### config.mk
export PLATFORM = sky130hd
export DESIGN_NAME = nand_dq_delay_cal
export DESIGN_NICKNAME = d
export VERILOG_FILES = /design/src/rtl/nand_phy_pkg.sv /design/src/rtl/nand_dq_eye_track.sv /design/src/rtl/nand_dq_delay_cal.sv
export SDC_FILE = /design/constraint.sdc
export NUM_CORES = 1
export LEC_CHECK = 0
export BUFFER_PORTS_ARGS = -buffer_cell sky130_fd_sc_hd__buf_2
export CAP_MARGIN = 40
export CORE_MARGIN = 3
export CORE_UTILIZATION = 50
export DETAILED_ROUTE_END_ITERATION = 7
export PLACE_DENSITY = 0.67
export SYNTH_ARGS = -nofsm -noshare
export SYNTH_HDL_FRONTEND = slang
export SYNTH_SLANG_ARGS = --single-unit
### constraint.sdc
create_clock -name clk90 -period 5 [get_ports clk90]
set_clock_uncertainty 0.15 [all_clocks]
set_input_delay 1.25 -clock clk90 [delete_from_list [all_inputs] [get_ports clk90]]
set_output_delay 1.25 -clock clk90 [all_outputs]
set_load 0.01 [all_outputs]
### src/rtl/nand_phy_pkg.sv
// Shared types and constants for the NAND DQ read-capture calibration logic.
// Pure declarations: no logic, no latency, no flow control.
package nand_phy_pkg;

  localparam int TAP_W   = 5;
  localparam int WIDTH_W = 6;

  localparam logic [7:0] PATTERN_RISE_DEF = 8'hA5;
  localparam logic [7:0] PATTERN_FALL_DEF = 8'h5A;

  typedef enum logic [3:0] {
    ST_IDLE,
    ST_RST_TAP,
    ST_SETTLE,
    ST_SAMPLE,
    ST_STEP,
    ST_EVAL,
    ST_CTR_RST,
    ST_CTR_STEP,
    ST_DONE,
    ST_FAIL
  } cal_state_e;

endpackage

### src/rtl/nand_dq_eye_track.sv
// Tracks the current run of passing taps and keeps the longest one seen (earliest wins ties).
// Best start/width update one cycle after a tap_vld strobe; no backpressure.
module nand_dq_eye_track
  import nand_phy_pkg::*;
#(
  parameter int TAP_MAX = 31
) (
  input  logic               clk,
  input  logic               rst_n,
  input  logic               clr,
  input  logic               tap_vld,
  input  logic               tap_pass,
  input  logic [TAP_W-1:0]   tap_idx,
  output logic [TAP_W-1:0]   best_start,
  output logic [WIDTH_W-1:0] best_width
);

  localparam logic [WIDTH_W-1:0] LEN_SAT  = WIDTH_W'(TAP_MAX + 1);
  localparam logic [TAP_W-1:0]   LAST_TAP = TAP_W'(TAP_MAX);

  logic [TAP_W-1:0]   run_start_q, run_start_d, best_start_q, best_start_d, cand_start;
  logic [WIDTH_W-1:0] run_len_q, run_len_d, best_len_q, best_len_d, cand_len;
  logic               close_run;

  always_comb begin
    run_start_d  = run_start_q;
    run_len_d    = run_len_q;
    best_start_d = best_start_q;
    best_len_d   = best_len_q;
    cand_start   = run_start_q;
    cand_len     = run_len_q;
    close_run    = 1'b0;
    if (clr) begin
      run_start_d  = '0;
      run_len_d    = '0;
      best_start_d = '0;
      best_len_d   = '0;
    end else if (tap_vld) begin
      if (tap_pass) begin
        if (run_len_q == '0) begin
          cand_start = tap_idx;
          cand_len   = WIDTH_W'(1);
        end else if (run_len_q != LEN_SAT) begin
          cand_len = run_len_q + 1'b1;
        end
        run_start_d = cand_start;
        run_len_d   = cand_len;
        close_run   = (tap_idx == LAST_TAP);
      end else begin
        close_run = 1'b1;
      end
      // Strictly longer replaces, so the earliest of equal windows is kept.
      if (close_run) begin
        run_len_d = '0;
        if (cand_len > best_len_q) begin
          best_start_d = cand_start;
          best_len_d   = cand_len;
        end
      end
    end
  end

  always_ff @(posedge clk or negedge rst_n) begin
    if (!rst_n) begin
      run_start_q  <= '0;
      run_len_q    <= '0;
      best_start_q <= '0;
      best_len_q   <= '0;
    end else begin
      run_start_q  <= run_start_d;
      run_len_q    <= run_len_d;
      best_start_q <= best_start_d;
      best_len_q   <= best_len_d;
    end
  end

  assign best_start = best_start_q;
  assign best_width = best_len_q;

endmodule

### src/rtl/nand_dq_delay_cal.sv
// DQ lane IDELAY calibration: sweep taps, score training beats, park at the centre of the best eye.
// All outputs registered; rd_valid beats are consumed the cycle they arrive (no backpressure).
module nand_dq_delay_cal
  import nand_phy_pkg::*;
#(
  parameter int                NUM_DQ         = 8,
  parameter int                TAP_MAX        = 31,
  parameter int                SETTLE_CYCLES  = 8,
  parameter int                MATCH_COUNT    = 16,
  parameter int                SAMPLE_TIMEOUT = 1024,
  parameter logic [NUM_DQ-1:0] PATTERN_RISE   = PATTERN_RISE_DEF,
  parameter logic [NUM_DQ-1:0] PATTERN_FALL   = PATTERN_FALL_DEF
) (
  input  logic               clk90,
  input  logic               rst90_n,
  input  logic               cal_start,
  input  logic               rd_valid,
  input  logic [NUM_DQ-1:0]  rd_data_rise,
  input  logic [NUM_DQ-1:0]  rd_data_fall,
  output logic               dlyrst,
  output logic               dlyce,
  output logic               dlyinc,
  output logic               cal_busy,
  output logic               cal_done,
  output logic               cal_fail,
  output logic [TAP_W-1:0]   tap_value,
  output logic [TAP_W-1:0]   eye_start,
  output logic [WIDTH_W-1:0] eye_width
);

  localparam int SET_W   = $clog2(SETTLE_CYCLES + 1);
  localparam int MATCH_W = $clog2(MATCH_COUNT + 1);
  localparam int TMO_W   = $clog2(SAMPLE_TIMEOUT + 1);

  localparam logic [SET_W-1:0]   SET_LAST   = SET_W'(SETTLE_CYCLES - 1);
  localparam logic [MATCH_W-1:0] MATCH_LAST = MATCH_W'(MATCH_COUNT - 1);
  localparam logic [TMO_W-1:0]   TMO_LAST   = TMO_W'(SAMPLE_TIMEOUT - 1);
  localparam logic [TAP_W-1:0]   LAST_TAP   = TAP_W'(TAP_MAX);

  cal_state_e state_q, state_d;

  logic               dlyrst_q, dlyrst_d, dlyce_q, dlyce_d, dlyinc_q, dlyinc_d;
  logic               busy_q, busy_d, done_q, done_d, fail_q, fail_d;
  logic [TAP_W-1:0]   tap_q, tap_d, target_q, target_d;
  logic [SET_W-1:0]   settle_cnt_q, settle_cnt_d;
  logic [MATCH_W-1:0] match_cnt_q, match_cnt_d;
  logic [TMO_W-1:0]   tmo_cnt_q, tmo_cnt_d;
  logic               beat_ok, tap_vld, tap_pass, eye_clr;

  assign beat_ok = (rd_data_rise == PATTERN_RISE) && (rd_data_fall == PATTERN_FALL);

  always_ff @(posedge clk90 or negedge rst90_n) begin
    if (!rst90_n) state_q <= ST_IDLE;
    else          state_q <= state_d;
  end

  always_comb begin
    state_d = state_q;
    unique case (state_q)
      ST_IDLE, ST_DONE, ST_FAIL: if (cal_start) state_d = ST_RST_TAP;
      ST_RST_TAP:  state_d = ST_SETTLE;
      ST_SETTLE:   if (settle_cnt_q == SET_LAST) state_d = ST_SAMPLE;
      ST_SAMPLE: begin
        if (rd_valid && (!beat_ok || match_cnt_q == MATCH_LAST)) state_d = ST_STEP;
        else if (tmo_cnt_q == TMO_LAST)                          state_d = ST_FAIL;
      end
      ST_STEP:     state_d = (tap_q == LAST_TAP) ? ST_EVAL : ST_SETTLE;
      ST_EVAL:     state_d = (eye_width == '0) ? ST_FAIL : ST_CTR_RST;
      ST_CTR_RST:  state_d = ST_CTR_STEP;
      ST_CTR_STEP: if (tap_q == target_q) state_d = ST_DONE;
      default:     state_d = ST_IDLE;
    endcase
  end

  always_comb begin
    dlyrst_d     = 1'b0;
    dlyce_d      = 1'b0;
    tap_d        = tap_q;
    target_d     = target_q;
    busy_d       = busy_q;
    done_d       = done_q;
    fail_d       = fail_q;
    settle_cnt_d = (state_q == ST_SETTLE) ? settle_cnt_q + 1'b1 : '0;
    tmo_cnt_d    = (state_q == ST_SAMPLE) ? tmo_cnt_q + 1'b1 : '0;
    match_cnt_d  = '0;
    tap_vld      = 1'b0;
    tap_pass     = 1'b0;
    eye_clr      = 1'b0;
    unique case (state_q)
      ST_IDLE, ST_DONE, ST_FAIL: begin
        if (cal_start) begin
          busy_d  = 1'b1;
          done_d  = 1'b0;
          fail_d  = 1'b0;
          eye_clr = 1'b1;
        end
      end
      ST_RST_TAP, ST_CTR_RST: begin
        dlyrst_d = 1'b1;
        tap_d    = '0;
      end
      ST_SAMPLE: begin
        match_cnt_d = match_cnt_q;
        if (rd_valid) begin
          if (!beat_ok) begin
            tap_vld = 1'b1;
          end else if (match_cnt_q == MATCH_LAST) begin
            tap_vld  = 1'b1;
            tap_pass = 1'b1;
          end else begin
            match_cnt_d = match_cnt_q + 1'b1;
          end
        end
      end
      ST_STEP, ST_CTR_STEP: begin
        if ((state_q == ST_STEP && tap_q != LAST_TAP) ||
            (state_q == ST_CTR_STEP && tap_q != target_q)) begin
          dlyce_d = 1'b1;
          tap_d   = tap_q + 1'b1;
        end
      end
      // start + width/2 stays within the tap range because start + width <= TAP_MAX + 1.
      ST_EVAL:  target_d = eye_start + TAP_W'(eye_width >> 1);
      default: ;
    endcase
    if (state_d == ST_FAIL && state_q != ST_FAIL) begin
      dlyrst_d = 1'b1;
      tap_d    = '0;
      fail_d   = 1'b1;
      busy_d   = 1'b0;
    end
    if (state_d == ST_DONE && state_q != ST_DONE) begin
      done_d = 1'b1;
      busy_d = 1'b0;
    end
    dlyinc_d = dlyce_d;
  end

  always_ff @(posedge clk90 or negedge rst90_n) begin
    if (!rst90_n) begin
      dlyrst_q     <= 1'b0;
      dlyce_q      <= 1'b0;
      dlyinc_q     <= 1'b0;
      busy_q       <= 1'b0;
      done_q       <= 1'b0;
      fail_q       <= 1'b0;
      tap_q        <= '0;
      target_q     <= '0;
      settle_cnt_q <= '0;
      match_cnt_q  <= '0;
      tmo_cnt_q    <= '0;
    end else begin
      dlyrst_q     <= dlyrst_d;
      dlyce_q      <= dlyce_d;
      dlyinc_q     <= dlyinc_d;
      busy_q       <= busy_d;
      done_q       <= done_d;
      fail_q       <= fail_d;
      tap_q        <= tap_d;
      target_q     <= target_d;
      settle_cnt_q <= settle_cnt_d;
      match_cnt_q  <= match_cnt_d;
      tmo_cnt_q    <= tmo_cnt_d;
    end
  end

  nand_dq_eye_track #(
    .TAP_MAX (TAP_MAX)
  ) u_eye (
    .clk        (clk90),
    .rst_n      (rst90_n),
    .clr        (eye_clr),
    .tap_vld    (tap_vld),
    .tap_pass   (tap_pass),
    .tap_idx    (tap_q),
    .best_start (eye_start),
    .best_width (eye_width)
  );

  assign dlyrst    = dlyrst_q;
  assign dlyce     = dlyce_q;
  assign dlyinc    = dlyinc_q;
  assign cal_busy  = busy_q;
  assign cal_done  = done_q;
  assign cal_fail  = fail_q;
  assign tap_value = tap_q;

endmodule

==> flow_summary.yaml <==
routing:
  vias: 2624
  drt_pass1_iterations: 4
  drt-initial-drc-count: 119
  wl_per_cell_um: 15.7
  drc: 0
  ant_nets: 0
  finalWirelength_um: 7270
  vias_per_cell: 5.66
die:
  io_pins: 42
  die_h_um: 89.1
  initial_core_util_pct: 52.8
  die_w_um: 89.1
  rows: 29
  dieArea_um2: 7930
  core_um2: 6530
flow_run:
  drv_cap: 0
clock_network:
  post_cts_buffers: 0
  clock-root-buffer: "clkbuf_8"
  cts.htree.levels: 3
  clockBufferDepth: 2
  clk_latency_ns: 0.34
  cts_resized: 0
  clk_pin_slew_ns: 0.07
  cts-buffers-inserted: 9
  cts_tree: "yes"
  clkSinkCount: 61
  hold_buffers: 0
critical_path:
  cp-start-kind: "input pin"
  timing.rr.end: "u_eye.best_start[2]"
  r2r_cells: 15
  r2r_start: "match_cnt_q[0]"
  crit_fanout: 18
  worstSetupEndpointType: "register"
  r2r_slack_ns: 1.07
  critPathKind: "input pin to register"
  cp.arrival_ns: 4.27
  crit_required_ns: 5.10
placement:
  dp_cells: 448
  hpwlAfterDp_um: 5340
  routabilityCongestion: 0.835
  io_buffers: 41
grt:
  grt_pass1_wl_um: 12500
  grt_max_degree: 33
  grt_pass1_vias: 2624
  grt_antenna_before_repair: 0
  overflow: 0
  track_usage_pct: 20.5
timing:
  finalHoldViolCount: 0
  drv_slew: 0
  fin_hold_ws_ns: 0.319
  slew_headroom_pct: 51.4
  setup_viol: 0
  grt_setup_unrepaired: "false"
  setup_tns_ns: 0
  worst_slew_pin_slew_ns: 0.725
  layout_worst_path_cycle_share_pct: 83.5
  fmax_mhz: 240
  finalCriticalPeriod_ns: 4.17
run_status:
  outcome: "completed"
logic_synthesis:
  synth-edff-count: 0
  synth_warnings: 0
  async_flop_share_pct: 100
  synth.distinct_cells: 56
  syn_inst: 341
  synthesis.nets: 380
  synth.yosys.seq_area_share_pct: 44.2
  post_synth.cell_area_avg_um2: 10.1
  synth-main-ff-cell: "dfrtp_1"
  synth_seq_cells: 61
  syn-cell-area_um2: 3450
finish:
  stdcell_count: 464
  layout_common_cells: "61 x dfrtp_1, 45 x nor2_1, 41 x buf_2, 21 x nand2_1"
  nets: 421
  drive_gt1_share_pct: 20.9
  layout_commonest_cell: "dfrtp_1"
  diodes: 0
  area_growth_pct: 12.5
pwr:
  p_leak_nw: 1.87
  irDropWorstVdd_uv: 144
  p_per_area_nw_per_um2: 321
  power.total_mw: 1.25
min_path:
  hp-start: "settle_cnt_q[0]"
  hold_path_end: "settle_cnt_q[0]"
  hold_depth: 1
  hp-class: "register to register"
-- critical path, stage by stage --
cell	delay (ns)
buf_2	0.10
and4bb_2	0.31
nand4_1	0.12
or4_4	0.54
nor2_2	0.14
xnor2_1	0.20
inv_1	0.08
ha_1	0.30
and4_1	0.22
and3_1	0.21
nor4_4	0.21
buf_4	0.29
nor2_1	0.06
a211oi_1	0.24
-- cells by family after synthesis --
family	count (synthesis)	share of synthesized area (%)
buffers and inverters	33	4.42
DFF	61	44.2
xor gates and xnor gates	26	6.82
adders and majority gates	19	7.11
and+or+nand+nor	138	23.2
AOI/OAI and AO/OA	52	10.7
muxes	12	3.48
-- per-layer routing --
layer | up-vias | track usage (%) | wire length [µm]
met2 | 57 | 32.3 | 3240
met3 | 17 | 2.76 | 270
met5 | - | 0 | 0
met4 | 0 | 9.20 | 172
met1 | 1261 | 28.3 | 3590
li1 | 1289 | - | -
-- report_power, final --
| group | switching [mW] | internal (mW) | total [mW] |
|---|---|---|---|
| registers | 0.0590 | 0.534 | 0.593 |
| clock network | 0.202 | 0.193 | 0.395 |
| logic | 0.158 | 0.0997 | 0.258 |
| total | 0.419 | 0.826 | 1.25 |
-- synthesized netlist by cell type, drive strengths merged, types with 2 or more instances --
| cell type | count | area, µm² |
|---|---|---|
| dfrtp | 61 | 1530 |
| nor2 | 46 | 175 |
| nand2 | 21 | 78.8 |
| ha | 18 | 225 |
| inv | 18 | 67.6 |
| xor2 | 14 | 123 |
| mux2i | 12 | 120 |
| nand3 | 12 | 72.6 |
| xnor2 | 12 | 113 |
| o21ai | 11 | 55.1 |
| a21oi | 9 | 45.0 |
| buf | 9 | 62.6 |
| a211oi | 8 | 75.1 |
| nand4 | 8 | 50.1 |
| a21o | 6 | 45.0 |
| and3 | 6 | 37.5 |
| and4bb | 6 | 75.1 |
| clkbuf | 6 | 22.5 |
| a22o | 5 | 43.8 |
| nor3 | 5 | 30.0 |
| and2 | 4 | 25.0 |
| a31oi | 3 | 18.8 |
| and4 | 3 | 26.3 |
| nor2b | 3 | 18.8 |
| nor4 | 3 | 33.8 |
| nor4b | 3 | 26.3 |
| or3 | 3 | 18.8 |
| nand2b | 2 | 12.5 |
| nand4b | 2 | 17.5 |
| o21bai | 2 | 15.0 |
| o32ai | 2 | 17.5 |
| or3b | 2 | 17.5 |
| or4 | 2 | 18.8 |
| or4b | 2 | 20.0 |
-- flip-flops by register name, summed over array words and instances, names as in the netlist, 4 cells and up --
signal             flops
state_q                4
u_eye.run_len_q        6
settle_cnt_q           4
u_eye.best_start       5
target_q               5
tmo_cnt_q             11
tap_value              5
match_cnt_q            5
u_eye.run_start_q      5
u_eye.best_width       6
-- per-stage QoR --
stage | setup slack [ns] | instance area, µm² | utilization [%]
final | 0.825 | 3880 | 59.4
after global routing | 0.619 | 3880 | 59.4
after CTS | 0.844 | 3880 | 59.4
after detailed placement | 0.475 | 3700 | 56.7
after global placement | 0.617 | 3700 | 56.7
after floorplan | 0.497 | 3450 | -
-- worst max-delay path by stage --
stage	from	to	slack [ns]	cells after the start
floorplan	rd_data_fall[2]	u_eye.best_width[5]	0.50	13
global placement	rd_data_fall[2]	u_eye.best_width[4]	0.62	14
detailed placement	rd_data_fall[5]	u_eye.best_width[2]	0.47	14
CTS	rd_data_fall[5]	u_eye.best_start[2]	0.84	14
global route	rd_data_fall[2]	u_eye.best_start[2]	0.62	14
finish	rd_data_fall[7]	u_eye.best_start[2]	0.83	14
-- final cells by class --
| type | instances | area, µm² |
|---|---|---|
| clock inverter | 5 | 36.3 |
| tap | 77 | 96.3 |
| inverter | 18 | 67.6 |
| sequential | 61 | 1530 |
| fill | 584 | 2650 |
| clock buffer | 11 | 141 |
| timing repair buffer | 45 | 235 |
| multi-input combinational | 247 | 1780 |
No activity file was read; power rests on OpenSTA's default activity.
